## src/rtl/dec_scan_ctrl.sv

```systemverilog
// Registered N-to-2^N one-hot decoder with a built-in scan sequencer (display/keypad select).
// Latency: 1 clock from in/en/mode to out, idx and wrap; out always matches the new idx.
// Backpressure: none; the block accepts inputs every cycle and never stalls.
//
// Ports:
//   clk   - system clock, all state updates on rising edge
//   rst_n - synchronous active-low reset
//   en    - decoder enable; 0 blanks out
//   mode  - 0 = direct decode of in, 1 = scan
//   in    - direct-mode index
//   out   - registered one-hot select (2**IN_W bits)
//   idx   - registered current index
//   wrap  - one-cycle pulse when the scan index wraps LAST -> 0
//
// Optional build macro DEC_ACTIVE_LOW_OUT_EN: out becomes active-low (selected bit 0,
// blanked = all ones). idx and wrap are unaffected.

module dec_scan_ctrl #(
    parameter int IN_W = 3,
    parameter int DIV  = 4,
    parameter int LAST = 7
) (
    input  logic                 clk,
    input  logic                 rst_n,
    input  logic                 en,
    input  logic                 mode,
    input  logic [IN_W-1:0]      in,
    output logic [2**IN_W-1:0]   out,
    output logic [IN_W-1:0]      idx,
    output logic                 wrap
);

    localparam int OUT_W = 2**IN_W;
    // Divider needs at least one bit even when DIV == 1.
    localparam int DIV_W = (DIV > 1) ? $clog2(DIV) : 1;

    localparam logic [DIV_W-1:0] DIV_MAX = DIV_W'(DIV - 1);
    localparam logic [IN_W-1:0]  LAST_I  = IN_W'(LAST);

`ifdef DEC_ACTIVE_LOW_OUT_EN
    localparam logic [OUT_W-1:0] BLANK = '1;
`else
    localparam logic [OUT_W-1:0] BLANK = '0;
`endif

    // Elaboration-time parameter sanity check.
    if (DIV < 1 || LAST < 0 || LAST > OUT_W - 1) begin : g_bad_param
        $error("dec_scan_ctrl: illegal parameters DIV=%0d LAST=%0d OUT_W=%0d", DIV, LAST, OUT_W);
    end

    logic [DIV_W-1:0] div_cnt;
    logic [DIV_W-1:0] cnt_nxt;
    logic [IN_W-1:0]  idx_nxt;
    logic             wrap_nxt;
    logic [OUT_W-1:0] sel;

    // Next-state decode. out is derived from idx_nxt so idx and out never skew.
    always_comb begin
        idx_nxt  = idx;
        cnt_nxt  = '0;
        wrap_nxt = 1'b0;
        if (en && mode) begin
            if (div_cnt == DIV_MAX) begin
                // >= also catches an out-of-range idx carried in from direct mode.
                if (idx >= LAST_I) begin
                    idx_nxt  = '0;
                    wrap_nxt = 1'b1;
                end else begin
                    idx_nxt = idx + IN_W'(1);
                end
            end else begin
                cnt_nxt = div_cnt + DIV_W'(1);
            end
        end else if (en) begin
            idx_nxt = in;
        end
        sel = OUT_W'(1) << idx_nxt;
    end

    always_ff @(posedge clk) begin
        if (!rst_n) begin
            div_cnt <= '0;
            idx     <= '0;
            wrap    <= 1'b0;
            out     <= BLANK;
        end else begin
            div_cnt <= cnt_nxt;
            idx     <= idx_nxt;
            wrap    <= wrap_nxt;
            if (en) begin
`ifdef DEC_ACTIVE_LOW_OUT_EN
                out <= ~sel;
`else
                out <= sel;
`endif
            end else begin
                out <= BLANK;
            end
        end
    end

endmodule

```

## config.mk

```make
export PLATFORM = sky130hd
export DESIGN_NAME = dec_scan_ctrl
export DESIGN_NICKNAME = d
export VERILOG_FILES = /design/src/rtl/dec_scan_ctrl.sv
export SDC_FILE = /design/constraint.sdc
export NUM_CORES = 1
export LEC_CHECK = 0
export ABC_AREA = 1
export BUFFER_PORTS_ARGS = -buffer_cell sky130_fd_sc_hd__buf_2
export CORE_AREA = 2 2 39 41
export DETAILED_ROUTE_END_ITERATION = 10
export DIE_AREA = 0 0 41 43
export HOLD_SLACK_MARGIN = 0.03
export PLACE_DENSITY = 0.71
export SLEW_MARGIN = 20
export SYNTH_ARGS = -nofsm -noshare
export SYNTH_HDL_FRONTEND = slang
export SYNTH_SLANG_ARGS = --single-unit
```

## constraint.sdc

```tcl
create_clock -name clk -period 1.5 [get_ports clk]
set_input_delay 0.15 -clock clk [delete_from_list [all_inputs] [get_ports clk]]
set_output_delay 0.15 -clock clk [all_outputs]
set_load 0.02 [all_outputs]
```

* Yosys cells after proc, flatten, opt, wreduce, memory -nomap -nowiden
Index checks and enable logic that the tools add are counted.
** Word-level totals
- Bits in latches :: 0
- Output and inout port bits :: 12
- Input port bits :: 7
- Word-level logic and storage cells :: 20
- Memories kept :: 0
- Bits in writable memories :: 0
- Register bits :: 14
- Bits in read-only memories :: 0
** Cells by class
- Magnitude comparators :: 1
- Bitwise operators :: 2
- Shifts and indexed selects :: 1
- Equal/unequal tests :: 1
- Multipliers :: 0
- Reduce and logical (&&, ||, !) cells :: 4
- Add/subtract/negate cells :: 2
- Divide/modulo/power cells :: 0
- Mux-type cells :: 5
** Operator list (count)
- 2-to-1 mux 3 bit :: 4
- left shift 1 x 3 -> 8 bit (first input constant) :: 1
- adder 3 x 1 -> 3 bit (second input constant) :: 1
- greater-or-equal comparator 3 bit (second input constant) :: 1
- AND reduction 3 bit :: 1
- OR reduction 3 bit :: 1
- adder 2 x 1 -> 2 bit (second input constant) :: 1
- == test 2 bit (second input constant) :: 1
- NOT 1 bit :: 2
- AND reduction 2 bit :: 1
- logical AND 1 bit :: 1
- 2-to-1 mux 1 bit :: 1

* Depth between registers and ports, before layout
Gate-level depths: netlist of run 1.
- Word-level depth :: 5
- Depth in mapped cells :: 9
- Gate-level depth less buffers :: 9

* Least setup slack after synthesis of run 1
OpenSTA, ideal clock, no wires.
- Path type :: reg-to-reg
- Start point :: reg idx[0]
- End point :: reg out[5]
- Required time :: 1388 ps
- Buffers on the path :: 0
- Slack :: 122 ps
- Arrival time :: 1266 ps
- Library setup time :: 112 ps
- Stages on the path, launching flop included :: 10
- Path through :: dfxtp_1 -> ha_1 -> ha_1 -> nor2_2 -> nand3_1 -> nand2_1 -> nand2_2 -> nand2_2 -> nand2_2 -> nor2_1
** On the way
- Word-level cells in the longest chain between the ends :: 5
- Elaborated cells on any way between the ends :: 7
- Classes of those cells :: add/sub (1); order compare (1); shift (1); mux (4)
** RTL lines
- start: declaration :: line 29 : output logic [IN_W-1:0] idx,
- start signal: assignment :: line 88 : idx <= idx_nxt;
- adder 3 x 1 -> 3 bit or greater-or-equal comparator 3 bit (tied branches) :: line 69, 65
- 2-to-1 mux 3 bit :: line 65 : if (idx >= LAST_I) begin
- 2-to-1 mux 3 bit :: line 63 : if (div_cnt == DIV_MAX) begin
- 2-to-1 mux 3 bit (*) :: line 62 : if (en && mode) begin
- left shift 1 x 3 -> 8 bit (*) :: line 77 : sel = OUT_W'(1) << idx_nxt;
- end signal: assignment :: line 94 : out <= sel;
- end: declaration :: line 28 : output logic [2**IN_W-1:0] out,
Mark *: on every way between the ends. The rest lies on a longest branch, timed or not.
A chain may end at the register's enable or synchronous reset.

* Worst setup path after layout of run 1
- Start point :: reg idx[0]
- End point :: reg out[6]
The elaborated chain is that of the path after synthesis.

==> results of run 1 <==
[power groups by stage]
stage	clock, mW	combinational [mW]	sequential [mW]
2_1_floorplan	0	0.0470	0.406
3_3_place_gp	0	0.0843	0.396
3_5_place_dp	0	0.0857	0.396
4_1_cts	0.271	0.0859	0.388
5_1_grt	0.288	0.0954	0.390
6_report	0.263	0.0852	0.388
[cell families after synthesis]
logic type,share of synthesized area
buf+inv,0.0701
flops,0.476
compound gates,0.0913
fa+ha+maj,0.0637
simple gates,0.299
[cell type report]
cell class / instances / area (µm²) / share of cell area
Sequential cell: 14 / 282 / 0.381
Multi-Input combinational cell: 47 / 270 / 0.365
Clock buffer: 4 / 36.3 / 0.0491
Timing Repair Buffer: 18 / 90.1 / 0.122
Tap cell: 16 / 20.0 / 0.0271
Inverter: 11 / 41.3 / 0.0558
[flip-flops by register name, summed over array words and instances (netlist names)]
register and count:
wrap 1, idx 3, div_cnt 2, out 8
[worst paths after layout]
kind,cells after the start,endpoint,start
setup / recovery,8,out[6],idx[0]
hold / removal,3,wrap,rst_n
setup reg to reg,8,out[6],idx[0]
hold reg to reg,1,div_cnt[0],div_cnt[0]
[through the flow]
stage	setup slack, ps	hold WS [ps]	utilization	cells
2_1_floorplan	122	291	-	72
3_3_place_gp	149	407	0.505	106
3_5_place_dp	106	415	0.505	106
4_1_cts	81.4	154	0.532	110
5_1_grt	12.2	172	0.534	110
6_report	125	159	0.534	110
[what timing repair did]
action	4_1_cts	5_1_grt
setup buffers	0	0
resized for setup	0	2
endpoints found under the setup margin	0	6
[metal layers]
| layer | routed length (µm) | global-route usage | up-vias |
|---|---|---|---|
| met4 | 29 | 0.100 | 0 |
| met2 | 501 | 0.244 | 17 |
| li1 | - | - | 269 |
| met1 | 517 | 0.207 | 209 |
| met5 | 0 | 0 | - |
| met3 | 63 | 0.0314 | 5 |
[critical path: stages (launching register included)]
cell,delay (ps)
dfxtp_2,350
ha_1,200
ha_2,310
nand3_1,70
nand2_1,90
nand2_2,80
nand2_2,60
nand2_2,70
nor2_1,90
[cells in the final DEF (no fill, tap or decap), types with 2 or more instances in the layout]
master,instances
dfxtp_1,13
a21oi_1,3
nand3_1,4
buf_2,18
inv_1,5
nand2_1,12
nand2_2,4
clkbuf_4,3
ha_1,2
inv_2,6
nor2_1,13
nand3_2,2
==> metrics.yaml, run 1 <==
drc: 0
vias_per_cell: 4.55
num_io_pins: 19
reg2reg_slack_ps: 130
avgSynthCellArea_um2: 8.18
worstSetupEndpointType: "register"
netlist_area_um2: 589
p_per_area_nw_per_um2: 996
rows: 14
outcome: "completed"
die_h_um: 43
p_switching_mw: 0.177
place.gp.congestion: 0.708
postCtsHoldBufs: 0
antenna_found_initial: 0
grt_setup_unrepaired: "no"
finalSetupViolCount: 0
tightest_slew_ps: 235
clock_path_buffers: 2
die_w_um: 41
wire_per_inst_um: 10.1
insertion_delay_ps: 270
cts_buffers: 3
p_sw_frac: 0.241
synth-edff-count: 0
cp.arrival_ps: 1590
num_antenna_cells: 0
synth_largest_area_cell: "dfxtp_1"
skew_ps: 0.530
drtIter0Drc: 13
vias: 500
ys_ff_latch: 14
syn_inst: 72
ir_worst_vdd_mv: 0.551
crit_required_ps: 1720
timing.fmax_mhz: 727
cts-root-buf: "clkbuf_4"
overflow: 0
grt_max_degree: 9
combPwrFrac: 0.116
hold_viol_final: 0
synthTopCellsByCount: "dfxtp_1, nor2_1, nand2_1, inv_2, inv_1"
path_class: "reg2reg"
grt_pass1_wl_um: 1960
dpl_cell_area_um2: 699
maxSlewHeadroom: 0.844
h-tree-depth: 1
synth_flop_cell: "dfxtp_1"
worst_hold_path_type: "in2reg"
wl_um: 1110
p_clk_frac: 0.357
gr-usage-all-layers: 0.164
async_flop_share: 0
cap_violations: 0
ys_warn_count: 0
drive_gt1_frac: 0.436
period_share: 0.917
ys_seq_area_frac: 0.476
critPathLaunchType: "register"
io_buffers: 18
clk_pin_slew_ps: 80
setup_tns_ps: 0
cp_max_fo: 6
yosysTopAreaCellShare: 0.476
p_leak_nw: 0.386
die_area_um2: 1760
cts.sinks: 14
finalInstanceArea_um2: 739
nNetsFinal: 105
start_util: 0.426
ys_top_cells_by_area: "dfxtp_1, nor2_1, nand2_1, ha_1, nand2_2"
p_int_mw: 0.559
grt_pass1_vias: 510
nFillCells: 140
cts_tree: "done"
synth_nets: 82
slew_viol_final: 0
netlist-cell-type-count: 16
p_seq_frac: 0.527
dpl.hpwl_um: 887
total_power_mw: 0.736
syn_to_final_growth_pct: 25.5
drt_pass1_iterations: 4
fin_crit_ps: 1370
antenna_left: 0
synth.most_common_cell: "dfxtp_1"
core_um2: 1380
No activity file was read; power rests on OpenSTA's default activity.
==> run 2, diff against run 1 <==
RECOVER_POWER = 100   (was unset)
==> run 2 against run 1 <==
  * Worst setup slack got worse by 24 ps
  * Clock power hardly changed
  * Critical path depth is 1 lower
  * Wire length is 0.54% lower
  * Core utilization fell by 1.8 points
  * Cell count stayed put
  * Highest routed layer unchanged
  * Design area fell by 3.4%
  * Critical path type unchanged
  * Fmax down 1.7%
==> metrics.yaml, run 2 (same netlist as run 1, synthesis figures left out) <==
crit_required_ps: 1670
clock_path_buffers: 2
grt_max_degree: 9
drc: 0
fin_crit_ps: 1400
clk_pin_slew_ps: 80
combPwrFrac: 0.110
gr-usage-all-layers: 0.164
layout_commonest_cell: "nor2_1"
hold_viol_final: 0
num_antenna_cells: 0
cp.arrival_ps: 1570
drive_gt1_frac: 0.266
die_w_um: 41
outcome: "completed"
die_h_um: 43
dpl.hpwl_um: 887
setup_tns_ps: 0
p_switching_mw: 0.179
die_area_um2: 1760
p_seq_frac: 0.529
core_um2: 1380
layout.cells.non_filler: 110
overflow: 0
cts-root-buf: "clkbuf_4"
rows: 14
nNetsFinal: 105
largest_reg_flops: 8
post-cts-setup-buffers: 0
min-delay-start: "rst_n"
total_power_mw: 0.734
p_sw_frac: 0.243
antenna_left: 0
start_util: 0.426
cp_max_fo: 6
p_per_area_nw_per_um2: 1030
io_buffers: 18
ir_worst_vdd_mv: 0.552
num_io_pins: 19
skew_ps: 3.53
maxSlewHeadroom: 0.830
hold_end: "wrap"
p_leak_nw: 0.333
grt_pass1_wl_um: 1960
drtIter0Drc: 9
critPathLaunchType: "register"
period_share: 0.933
p_clk_frac: 0.361
cts_tree: "done"
slew_viol_final: 0
final_util: 0.516
r2r-end: "out[3]"
postCtsHoldBufs: 0
reg2reg_slack_ps: 100
top_regs: "out: 8 flops, idx: 3 flops, div_cnt: 2 flops"
tightest_slew_ps: 256
antenna_found_initial: 0
most-common-layout-cells: "nor2_1, nand2_1, dfxtp_1"
grt_pass1_vias: 510
cap_violations: 0
wire_per_inst_um: 10.1
r2r-start: "idx[0]"
p_int_mw: 0.556
placedCellCount: 106
finalSetupViolCount: 0
cts.sinks: 14
worst_hold_path_type: "in2reg"
syn_to_final_growth_pct: 21.2
insertion_delay_ps: 280
hold_path_depth: 3
path_class: "reg2reg"
cts_buffers: 3
r2r_cells: 7
grt_setup_unrepaired: "no"
vias_per_cell: 4.55
timing.fmax_mhz: 715
drt_pass1_iterations: 3
vias: 501
largest-register: "out"
worstSetupEndpointType: "register"
place.gp.congestion: 0.708
wl_um: 1110
h-tree-depth: 1
-- run 2: changes by cell type in the layout (fill, tap and decap cells not counted) --
cell      before  now
nor2_1        13   14
nand2_2        4    3
nand3_1        4    5
nand2_1       12   13
inv_1          5    6
nor2_2         1    0
inv_2          6    5
nand3_2        2    1
buf_2         18    6
clkbuf_1       0   12
-- run 2: what timing repair did --
| item | 4_1_cts | 5_1_grt |
|---|---|---|
| endpoints found under the hold margin | 0 | 0 |
| gates resized for setup | 0 | 2 |
| endpoints found under the setup margin | 0 | 6 |
-- run 2: worst max-delay path, stage by stage (launching register included) --
cell and delay (ps):
dfxtp_2 350, ha_1 200, ha_2 310, nand3_1 70, nand2_1 90, nand2_2 70
nand3_1 140, nor2_1 60
-- run 2: power groups by stage --
stage	Combinational (mW)	Sequential, mW	Clock [mW]
floorplan	0.0470	0.406	0
global placement	0.0843	0.396	0
detailed placement	0.0857	0.396	0
CTS	0.0859	0.388	0.271
global route	0.0910	0.390	0.288
finish	0.0811	0.388	0.265
-- run 2: worst max path at each step --
stage          cells past startpoint  slack (ps)  endpoint    from
2_1_floorplan                      9         120    out[5]  idx[0]
3_3_place_gp                       9         150    out[6]  idx[0]
3_5_place_dp                       9         110    out[6]  idx[0]
4_1_cts                            9          80    out[6]  idx[0]
5_1_grt                            8          10    out[3]  idx[0]
6_report                           7         100    out[3]  idx[0]
-- run 2: per-stage QoR --
| step | setup WS [ps] | hold WS, ps | instance area (µm²) |
|---|---|---|---|
| global route | 10.2 | 172 | 714 |
| finish | 101 | 160 | 714 |
| CTS | 81.4 | 154 | 736 |
| floorplan | 122 | 291 | 589 |
| global placement | 149 | 407 | 699 |
| detailed placement | 106 | 415 | 699 |
-- run 2: per-layer routing --
metal | share of wire | track usage | up-vias
met5 | 0 | 0 | -
met4 | 0.022 | 0.100 | 0
met2 | 0.46 | 0.244 | 13
li1 | - | - | 269
met3 | 0.039 | 0.0314 | 5
met1 | 0.48 | 0.207 | 214
-- run 2: final cells by class --
type / count / area (µm²)
fill: 148 / 669
sequential: 14 / 282
multi-input combinational: 47 / 260
timing repair buffer: 18 / 75.1
inverter: 11 / 41.3
clock buffer: 4 / 36.3
tap: 16 / 20.0
==> run 3, diff against run 2 <==
SETUP_SLACK_MARGIN = 0.2   (was unset)
==> run 3 against run 2 <==
  * Clock skew grew 3.7 ps
  * Die area is the same
  * Worst hold slack lost 12 ps
  * Critical path depth grew 1
  * Worst setup slack gained 68 ps
  * Cell count grew 1.8%
  * Core utilization grew 5.0 points
  * Total power grew 1.9%
  * Non-clock buffer count grew 2
  * Critical path type unchanged
  * Largest power group unchanged
==> metrics.yaml, run 3 (same netlist as run 1, synthesis figures left out) <==
worstSetupEndpointType: "register"
worst_hold_path_type: "in2reg"
gr-usage-all-layers: 0.170
finalSetupViolCount: 0
placedCellCount: 106
max_stage_delay_ps: 350
p_per_area_nw_per_um2: 956
grt_max_degree: 9
p_leak_nw: 0.352
skew_ps: 7.28
die_h_um: 43
crit_required_ps: 1670
hold_viol_final: 0
cts_buffers: 3
die_area_um2: 1760
start_util: 0.426
overflow: 0
critPathLaunchType: "register"
nNetsFinal: 107
insertion_delay_ps: 280
grt_pass1_wl_um: 1990
timing.fmax_mhz: 751
vias_per_cell: 4.94
grt_setup_unrepaired: "yes"
outcome: "completed"
largest-register: "out"
cp_max_fo: 3
setup_tns_ps: 0
drive_gt1_frac: 0.354
rows: 14
crit_chain: "ha_4 > ha_4 > o21ai_1 > nand2_1 > nand3_1 > inv_1 > nand2_1 > nor2_1"
antenna_found_initial: 0
path_class: "reg2reg"
cp_slowest_cell: "dfxtp_1"
ir_worst_vdd_mv: 0.569
drtIter0Drc: 15
wire_per_inst_um: 11.2
layout.cells.non_filler: 112
grt_pass1_vias: 494
die_w_um: 41
h-tree-depth: 1
core_um2: 1380
cap_violations: 0
most-common-layout-cells: "dfxtp_1, nand2_1, nor2_1, clkbuf_1, buf_2"
postCtsHoldBufs: 0
cts_tree: "done"
clock_path_buffers: 2
syn_to_final_growth_pct: 32.9
num_io_pins: 19
wl_um: 1260
cp.arrival_ps: 1510
tightest_slew_ps: 259
clk_pin_slew_ps: 90
drc: 0
cts.sinks: 14
antenna_left: 0
maxSlewHeadroom: 0.827
place.gp.congestion: 0.689
top_regs: "out: 8 flops, idx: 3 flops, div_cnt: 2 flops"
dpl.hpwl_um: 938
fin_crit_ps: 1330
vias: 553
largest_reg_flops: 8
io_buffers: 18
layout_commonest_cell: "dfxtp_1"
num_antenna_cells: 0
drt_pass1_iterations: 4
cts-root-buf: "clkbuf_4"
slew_viol_final: 0
period_share: 0.887
## run 3: final timing paths
path              cells after the start  slack, ps        from          to
hold / removal                        3        150       rst_n        wrap
setup reg to reg                      8        170      idx[1]      out[2]
setup / recovery                      8        170      idx[1]      out[2]
hold reg to reg                       1        420  div_cnt[0]  div_cnt[0]
## run 3: per-layer routing
layer | up-vias | part of all wire | global-route usage | wire [µm]
met5 | - | 0 | 0 | 0
met4 | 0 | 0.021 | 0.0800 | 27
met3 | 4 | 0.047 | 0.0314 | 59
met2 | 17 | 0.53 | 0.278 | 669
met1 | 258 | 0.40 | 0.200 | 501
li1 | 274 | - | - | -
## run 3: worst max-delay path: cells and delay by family, from the launching register on
family,cells,cell delay (ps)
buf+inv,1,90
fa+ha+maj,2,340
simple gates,4,310
flops,1,350
compound gates,1,140
## run 3: where the power goes
group	total, mW	switching, mW	internal (mW)
clock network	0.267	0.119	0.148
registers	0.387	0.00686	0.380
logic	0.0948	0.0614	0.0334
## run 3: metrics by stage
stage	hold slack [ps]	cell area, µm²	setup slack, ps	util	total power [mW]
after floorplan	291	594	201	-	0.453
after global placement	406	704	153	0.509	0.480
after detailed placement	417	704	97.3	0.509	0.483
after CTS	151	791	176	0.571	0.757
after global routing	164	783	81.5	0.566	0.787
final	148	783	169	0.566	0.748
## run 3: repair_timing
action / in CTS / in global routing
cloned: 0 / 0
setup buffers: 2 / 0
endpoints found under the hold margin: 0 / 0
setup endpoints to repair: 10 / 9
pin swaps: 7 / 6
gates resized for setup: 7 / 10
## run 3: area by class of cell
| type | count | area (µm²) |
|---|---|---|
| Fill cell | 141 | 601 |
| Multi-Input combinational cell | 47 | 308 |
| Sequential cell | 14 | 284 |
| Timing Repair Buffer | 20 | 91.3 |
| Inverter | 11 | 43.8 |
| Clock buffer | 4 | 36.3 |
| Tap cell | 16 | 20.0 |
